===== src/rtl/uart_mvm_pkg.sv =====
// Shared constants and operand/result typedefs for the UART-fed
// 2x2 signed matrix-vector multiplier.
package uart_mvm_pkg;

    localparam int DEF_CLOCKS_PER_PULSE = 2604;
    localparam int BITS_PER_WORD        = 8;
    localparam int PACKET_SIZE_TX       = 13;
    localparam int R                    = 2;
    localparam int C                    = 2;
    localparam int W_X                  = 4;
    localparam int W_K                  = 2;
    localparam int W_Y_OUT              = 8;

    localparam int W_Y        = W_X + W_K + $clog2(C);
    localparam int W_BUS_KX   = R * C * W_K + C * W_X;
    localparam int W_BUS_Y    = R * W_Y_OUT;
    localparam int N_WORDS_KX = W_BUS_KX / BITS_PER_WORD;
    localparam int N_WORDS_Y  = W_BUS_Y / BITS_PER_WORD;

    typedef logic [C-1:0][W_X-1:0]          x_vec_t;
    typedef logic [R-1:0][C-1:0][W_K-1:0]   k_mat_t;
    typedef logic [R-1:0][W_Y_OUT-1:0]      y_vec_t;

    typedef enum logic [1:0] {
        RX_IDLE,
        RX_START,
        RX_DATA,
        RX_STOP
    } rx_state_t;

    typedef enum logic {
        TX_IDLE,
        TX_SEND
    } tx_state_t;

endpackage


===== src/rtl/uart_mvm_sys_rx.sv =====
// 8N1 UART receiver: 2-flop synchronizer, mid-bit sampling,
// glitch rejection on the start bit and silent drop on framing error.
module uart_rx
    import uart_mvm_pkg::*;
#(
    parameter int CLOCKS_PER_PULSE = DEF_CLOCKS_PER_PULSE
) (
    input  logic                     clk,
    input  logic                     i_rst,
    input  logic                     i_rx,
    output logic [BITS_PER_WORD-1:0] o_data,
    output logic                     o_valid
);

    localparam int HALF = CLOCKS_PER_PULSE / 2;

    rx_state_t                r_state;
    logic [1:0]               r_sync;
    logic                     r_prev;
    logic [15:0]              r_cnt;
    logic [2:0]               r_bit;
    logic [BITS_PER_WORD-1:0] r_data;
    logic                     r_valid;
    logic                     w_rx;

    assign w_rx    = r_sync[1];
    assign o_data  = r_data;
    assign o_valid = r_valid;

    always_ff @(posedge clk) begin
        if (i_rst) begin
            r_state <= RX_IDLE;
            r_sync  <= 2'b11;
            r_prev  <= 1'b1;
            r_cnt   <= '0;
            r_bit   <= '0;
            r_data  <= '0;
            r_valid <= 1'b0;
        end else begin
            r_sync  <= {r_sync[0], i_rx};
            r_prev  <= w_rx;
            r_valid <= 1'b0;
            case (r_state)
                RX_IDLE: begin
                    r_cnt <= '0;
                    if (r_prev && !w_rx)
                        r_state <= RX_START;
                end
                RX_START: begin
                    if (r_cnt == 16'(HALF - 1)) begin
                        r_cnt   <= '0;
                        r_bit   <= '0;
                        // line back high at mid start bit means it was a glitch
                        r_state <= w_rx ? RX_IDLE : RX_DATA;
                    end else begin
                        r_cnt <= r_cnt + 16'd1;
                    end
                end
                RX_DATA: begin
                    if (r_cnt == 16'(CLOCKS_PER_PULSE - 1)) begin
                        r_cnt  <= '0;
                        r_data <= {w_rx, r_data[BITS_PER_WORD-1:1]};
                        if (r_bit == 3'(BITS_PER_WORD - 1))
                            r_state <= RX_STOP;
                        else
                            r_bit <= r_bit + 3'd1;
                    end else begin
                        r_cnt <= r_cnt + 16'd1;
                    end
                end
                RX_STOP: begin
                    if (r_cnt == 16'(CLOCKS_PER_PULSE - 1)) begin
                        r_cnt   <= '0;
                        r_valid <= w_rx;
                        r_state <= RX_IDLE;
                    end else begin
                        r_cnt <= r_cnt + 16'd1;
                    end
                end
                default: r_state <= RX_IDLE;
            endcase
        end
    end

endmodule


===== src/rtl/uart_mvm_sys.sv =====
// TinyTapeout-style top: assembles KX frames from UART bytes, computes
// Y = K*X, buffers one result and serializes it back over UART.
module uart_mvm_sys
    import uart_mvm_pkg::*;
#(
    parameter int CLOCKS_PER_PULSE = DEF_CLOCKS_PER_PULSE
) (
    input  logic       clk,
    input  logic       rst,
    input  logic       ena,
    input  logic [7:0] ui_in,
    output logic [7:0] uo_out,
    input  logic [7:0] uio_in,
    output logic [7:0] uio_out,
    output logic [7:0] uio_oe
);

    localparam int N_STOP = PACKET_SIZE_TX - BITS_PER_WORD - 1;

    logic [BITS_PER_WORD-1:0]  w_rx_byte;
    logic                      w_rx_valid;
    logic [W_BUS_KX-1:0]       r_kx_bus;
    logic [3:0]                r_byte_cnt;
    logic                      r_kx_valid;
    x_vec_t                    w_x;
    k_mat_t                    w_k;
    y_vec_t                    w_y;
    logic signed [W_Y-1:0]     w_acc;
    y_vec_t                    r_y;
    logic                      r_y_full;
    tx_state_t                 r_tx_state;
    logic [W_BUS_Y-1:0]        r_ybuf;
    logic [PACKET_SIZE_TX-1:0] r_frame;
    logic [15:0]               r_clk_cnt;
    logic [3:0]                r_bit_cnt;
    logic [3:0]                r_word_cnt;
    logic                      r_tx;
    logic                      w_unused;

    assign w_unused = &{1'b0, ena, uio_in, ui_in[7:1]};
    assign uo_out   = {7'b0, r_tx};
    assign uio_out  = '0;
    assign uio_oe   = '0;

    uart_rx #(
        .CLOCKS_PER_PULSE(CLOCKS_PER_PULSE)
    ) u_rx (
        .clk    (clk),
        .i_rst  (rst),
        .i_rx   (ui_in[0]),
        .o_data (w_rx_byte),
        .o_valid(w_rx_valid)
    );

    // shifting in from the top leaves the first byte in the low bits
    always_ff @(posedge clk) begin
        if (rst) begin
            r_kx_bus   <= '0;
            r_byte_cnt <= '0;
            r_kx_valid <= 1'b0;
        end else begin
            r_kx_valid <= 1'b0;
            if (w_rx_valid) begin
                r_kx_bus <= {w_rx_byte, r_kx_bus[W_BUS_KX-1:BITS_PER_WORD]};
                if (r_byte_cnt == 4'(N_WORDS_KX - 1)) begin
                    r_byte_cnt <= '0;
                    r_kx_valid <= 1'b1;
                end else begin
                    r_byte_cnt <= r_byte_cnt + 4'd1;
                end
            end
        end
    end

    assign w_x = r_kx_bus[C*W_X-1:0];
    assign w_k = r_kx_bus[W_BUS_KX-1:C*W_X];

    always_comb begin
        w_y   = '0;
        w_acc = '0;
        for (int r = 0; r < R; r++) begin
            w_acc = '0;
            for (int c = 0; c < C; c++)
                w_acc = w_acc + W_Y'($signed(w_k[r][c])) * W_Y'($signed(w_x[c]));
            w_y[r] = W_Y_OUT'(w_acc);
        end
    end

    always_ff @(posedge clk) begin
        if (rst) begin
            r_y        <= '0;
            r_y_full   <= 1'b0;
            r_tx_state <= TX_IDLE;
            r_ybuf     <= '0;
            r_frame    <= '1;
            r_clk_cnt  <= '0;
            r_bit_cnt  <= '0;
            r_word_cnt <= '0;
            r_tx       <= 1'b1;
        end else begin
            case (r_tx_state)
                TX_IDLE: begin
                    r_tx <= 1'b1;
                    if (r_y_full) begin
                        r_ybuf     <= r_y;
                        r_frame    <= {{N_STOP{1'b1}}, r_y[0], 1'b0};
                        r_tx       <= 1'b0;
                        r_clk_cnt  <= '0;
                        r_bit_cnt  <= '0;
                        r_word_cnt <= '0;
                        r_y_full   <= 1'b0;
                        r_tx_state <= TX_SEND;
                    end
                end
                TX_SEND: begin
                    if (r_clk_cnt == 16'(CLOCKS_PER_PULSE - 1)) begin
                        r_clk_cnt <= '0;
                        if (r_bit_cnt != 4'(PACKET_SIZE_TX - 1)) begin
                            r_bit_cnt <= r_bit_cnt + 4'd1;
                            r_frame   <= r_frame >> 1;
                            r_tx      <= r_frame[1];
                        end else if (r_word_cnt == 4'(N_WORDS_Y - 1)) begin
                            r_tx       <= 1'b1;
                            r_tx_state <= TX_IDLE;
                        end else begin
                            r_word_cnt <= r_word_cnt + 4'd1;
                            r_bit_cnt  <= '0;
                            r_ybuf     <= r_ybuf >> W_Y_OUT;
                            r_frame    <= {{N_STOP{1'b1}},
                                           r_ybuf[W_Y_OUT +: W_Y_OUT], 1'b0};
                            r_tx       <= 1'b0;
                        end
                    end else begin
                        r_clk_cnt <= r_clk_cnt + 16'd1;
                    end
                end
                default: r_tx_state <= TX_IDLE;
            endcase
            // a result arriving while the buffer is occupied is dropped
            if (r_kx_valid && !r_y_full) begin
                r_y      <= w_y;
                r_y_full <= 1'b1;
            end
        end
    end

endmodule


===== config.mk =====
export PLATFORM = sky130hd
export DESIGN_NAME = uart_mvm_sys
export DESIGN_NICKNAME = d
export VERILOG_FILES = /design/src/rtl/uart_mvm_pkg.sv /design/src/rtl/uart_mvm_sys_rx.sv /design/src/rtl/uart_mvm_sys.sv
export SDC_FILE = /design/constraint.sdc
export NUM_CORES = 1
export LEC_CHECK = 0
export CORE_AREA = 2 2 122 183
export DETAILED_ROUTE_END_ITERATION = 10
export DIE_AREA = 0 0 124 185
export PLACE_DENSITY = 0.5
export SLEW_MARGIN = 20
export SYNTH_ARGS = -nofsm -noshare
export SYNTH_HDL_FRONTEND = slang
export SYNTH_SLANG_ARGS = --single-unit

===== constraint.sdc =====
create_clock -name clk -period 3.5 [get_ports clk]
set_input_delay 0.35 -clock clk [delete_from_list [all_inputs] [get_ports clk]]
set_output_delay 0.35 -clock clk [all_outputs]
set_load 0.005 [all_outputs]

==> key figures <==
Floorplan
  – Core area: 21500 um^2
  – Starting Density: 29.5%
  – Die X: 124 um
  – # IOs: 43
  – Full die area: 22900 um^2
  – Die height: 185 um
  – FP Rows: 66

Global routing
  – GRT Total Usage: 11.9%
  – Gr ovfl total: 0
  – Vias in the first global route: 4585
  – Largest net degree at the start of global routing: 51
  – First-pass GRT wire length: 21700 um
  – Initial antenna violation count: 0

Yosys
  – #FFs+latches synth: 114
  – Yosys top cell area share: 36.0%
  – Yosys warns: 0
  – Cells after Synth: 728
  – EDFF count, synth: 0
  – Synth area leader: dfxtp_1
  – Netlist Area Pre-Place: 6330 um^2
  – Asr flop ratio synth: 0%
  – Syn avg cell area: 8.70 um^2
  – Top cells by area, synth: dfxtp_1, ha_1, fa_1
  – Synth unique cells: 57
  – Seq/Total Area, Yosys: 36.0%
  – Main synth FF type: dfxtp_1

Timing
  – Unrepaired setup endpoints after global routing: false
  – Clk_skew: 6.03 ps
  – F_max: 0.302 GHz
  – Slew @ Worst Pin: 727 ps
  – Max-slew violations: 0
  – Slew HR: 51.4%
  – Hold Violations, Final: 0
  – # setup viols final: 0
  – Fin crit share: 94.7%
  – Post-layout min period: 3310 ps
  – Setup_tns: 0 ps

Clock network
  – H-tree levels: 4
  – Clock transition at path regs: 60 ps
  – Cts bufs inserted: 17
  – Clk root buf: clkbuf_16
  – CTS Buffer Depth: 2
  – Clk Latency, worst-skew pair: 420 ps
  – CTS tree: yes
  – CTS sink count: 114
  – Post-CTS Hold Fix Bufs: 0

Outcome
  – Outcome: complete, no violations

Critical path
  – Reg2reg path depth: 14
  – CP Class: register to register
  – CP peak stage delay: 540 ps
  – Critical-path cell list: nand2b_1 > fa_1 > inv_1 > ha_1 > inv_1 > fa_1 > inv_1 > ha_1 > fa_1 > a21o_1 > a21oi_1 > xnor2_1 > nand2_1 > a21oi_1
  – Crit-path leading delay family: adder cells
  – CP max-delay cell: fa_1
  – Kind of end point of the critical path: register
  – Crit start category: register
  – Critical path data arrival time: 3660 ps
  – R2r startpoint: r_kx_bus[4]
  – Critical path depth: 14
  – Worst path required time: 3850 ps
  – Crit Reg-Reg Endpoint: r_y[13]
  – Reg2Reg Setup Slack: 190 ps
  – Buf/Inv on CP: 3
  – CP max FO: 4

Routing
  – Wire per inst: 12.3 um
  – Routed Antenna Nets: 0
  – Drt first-iter violations: 164
  – Routed via count: 4710
  – Via-per-instance ratio: 4.64
  – DRT Pass-1 Iters: 4
  – DR DRC count: 0
  – Final wirelength: 12500 um

Cells and area
  – Fillers: 2276
  – Leading cell type in the layout, fill and taps excluded: dfxtp_1
  – Layout cell share with drive strength beyond 1: 8.49%
  – Area growth syn-to-layout: 13.0%
  – Diode count: 0
  – Fin area: 7160 um^2
  – Area of the multi-input gates: 3640 um^2
  – Non-filler cells, final: 1014
  – Most frequent cells in the layout: dfxtp_1, nor2_1, nand2_1, inv_1, a21oi_1
  – Storage cell area: 2290 um^2
  – Nets: 801

Power and ir drop
  – Int Pwr: 2.43 mW
  – P per Cell Area: 444 nW/um^2
  – Logic gate share of total power: 3.7%
  – VDD IR max: 336 uV
  – Clk pwr share: 54.3%
  – Leak Pwr: 2.84 nW
  – Reg power frac: 42.0%
  – Sw frac: 23.6%
  – Net switching power: 752 uW

Placement
  – Final GP Congestion: 0.756
  – Post-Place Cells: 982
  – Post-place instance area: 6550 um^2
  – Port Buffers: 3
  – Post-DP HPWL: 9200 um

Worst hold path
  – Hold Path Sink: r_byte_cnt[2]
  – Tightest Hold Check Type: input pin to register
  – Hold path start: rst
  – Min-Delay Path Depth: 2

Job
  – Maximum capacitance violations: 0
[metrics by stage]
step	hold WS, ps	util [%]	setup slack (ps)	total power, mW
2_1_floorplan	389	-	324	1.47
3_3_place_gp	391	30.5	168	1.48
3_5_place_dp	399	30.5	149	1.48
4_1_cts	329	33.3	140	3.23
5_1_grt	363	33.3	18.0	3.31
6_report	336	33.3	186	3.18
[timing repair]
item	in CTS	in global routing
endpoints found under the hold margin	0	0
setup endpoints to repair	0	1
buffers inserted	0	0
resized for setup	0	4
[area by class of cell]
type | count | share of cell area, %
Clock buffer | 18 | 6.14
Clock inverter | 14 | 2.19
Inverter | 49 | 2.57
Multi-Input combinational cell | 533 | 50.9
Sequential cell | 114 | 31.9
Tap cell | 272 | 4.76
Timing Repair Buffer | 14 | 1.50
[cell families after synthesis]
| logic type | Yosys count | share of synthesized area (%) |
|---|---|---|
| other | 1 | 0.0592 |
| AOI/OAI and AO/OA | 103 | 10.1 |
| xor gates and xnor gates | 33 | 4.56 |
| adders and majority gates | 53 | 12.8 |
| DFF | 114 | 36.0 |
| and+or+nand+nor | 288 | 23.3 |
| buffers and inverters | 103 | 7.84 |
| muxes | 33 | 5.24 |
[state kept, by name, summed over array words and instances (netlist names), 3 cells and up, named ones only]
| name | flops |
|---|---|
| r_bit_cnt | 4 |
| r_byte_cnt | 4 |
| r_clk_cnt | 16 |
| r_frame | 12 |
| r_kx_bus | 16 |
| r_word_cnt | 4 |
| r_y | 14 |
| r_ybuf | 7 |
| u_rx.o_data | 8 |
| u_rx.r_bit | 3 |
| u_rx.r_cnt | 16 |
[worst max-delay path by stage]
stage | startpoint | to | slack [ps]
2_1_floorplan | r_kx_bus[4] | r_y[5] | 320
3_3_place_gp | r_kx_bus[4] | r_y[13] | 170
3_5_place_dp | r_kx_bus[4] | r_y[13] | 150
4_1_cts | r_kx_bus[4] | r_y[13] | 140
5_1_grt | r_kx_bus[4] | r_y[13] | 20
6_report | r_kx_bus[4] | r_y[13] | 190
[power by group through the flow]
stage | registers, mW | clock network [mW] | logic, mW
after floorplan | 1.35 | 0 | 0.116
after global placement | 1.36 | 0 | 0.119
after detailed placement | 1.36 | 0 | 0.119
after CTS | 1.34 | 1.78 | 0.120
after global routing | 1.34 | 1.84 | 0.136
final | 1.34 | 1.73 | 0.117
[layer usage]
metal	vias up	wire, um	global-route usage (%)
met4	0	261	4.99
li1	2463	-	-
met5	-	0	0
met1	2190	5400	13.2
met2	38	6610	21.6
met3	19	230	2.43
[synth_stat cells (3+ instances only)]
cell type	instances
inv_1	49
clkbuf_1	17
or4_1	3
xor2_1	16
o21ai_0	16
a21o_1	8
nor2_1	85
buf_1	4
nand4_1	11
nor3_1	30
o21bai_1	3
a31oi_1	9
a211oi_1	4
nor2b_1	8
nor4_1	3
ha_1	33
or4b_1	3
dfxtp_1	114
and2_1	7
a211o_1	6
or2_2	6
buf_4	25
a22o_1	8
nand2_1	63
mux2i_1	32
a21oi_1	40
nand2b_1	9
buf_2	7
nor4b_1	4
xnor2_1	17
or3_1	5
nand3_1	27
and3_1	5
fa_1	20
(Power assumes the default switching activity.)
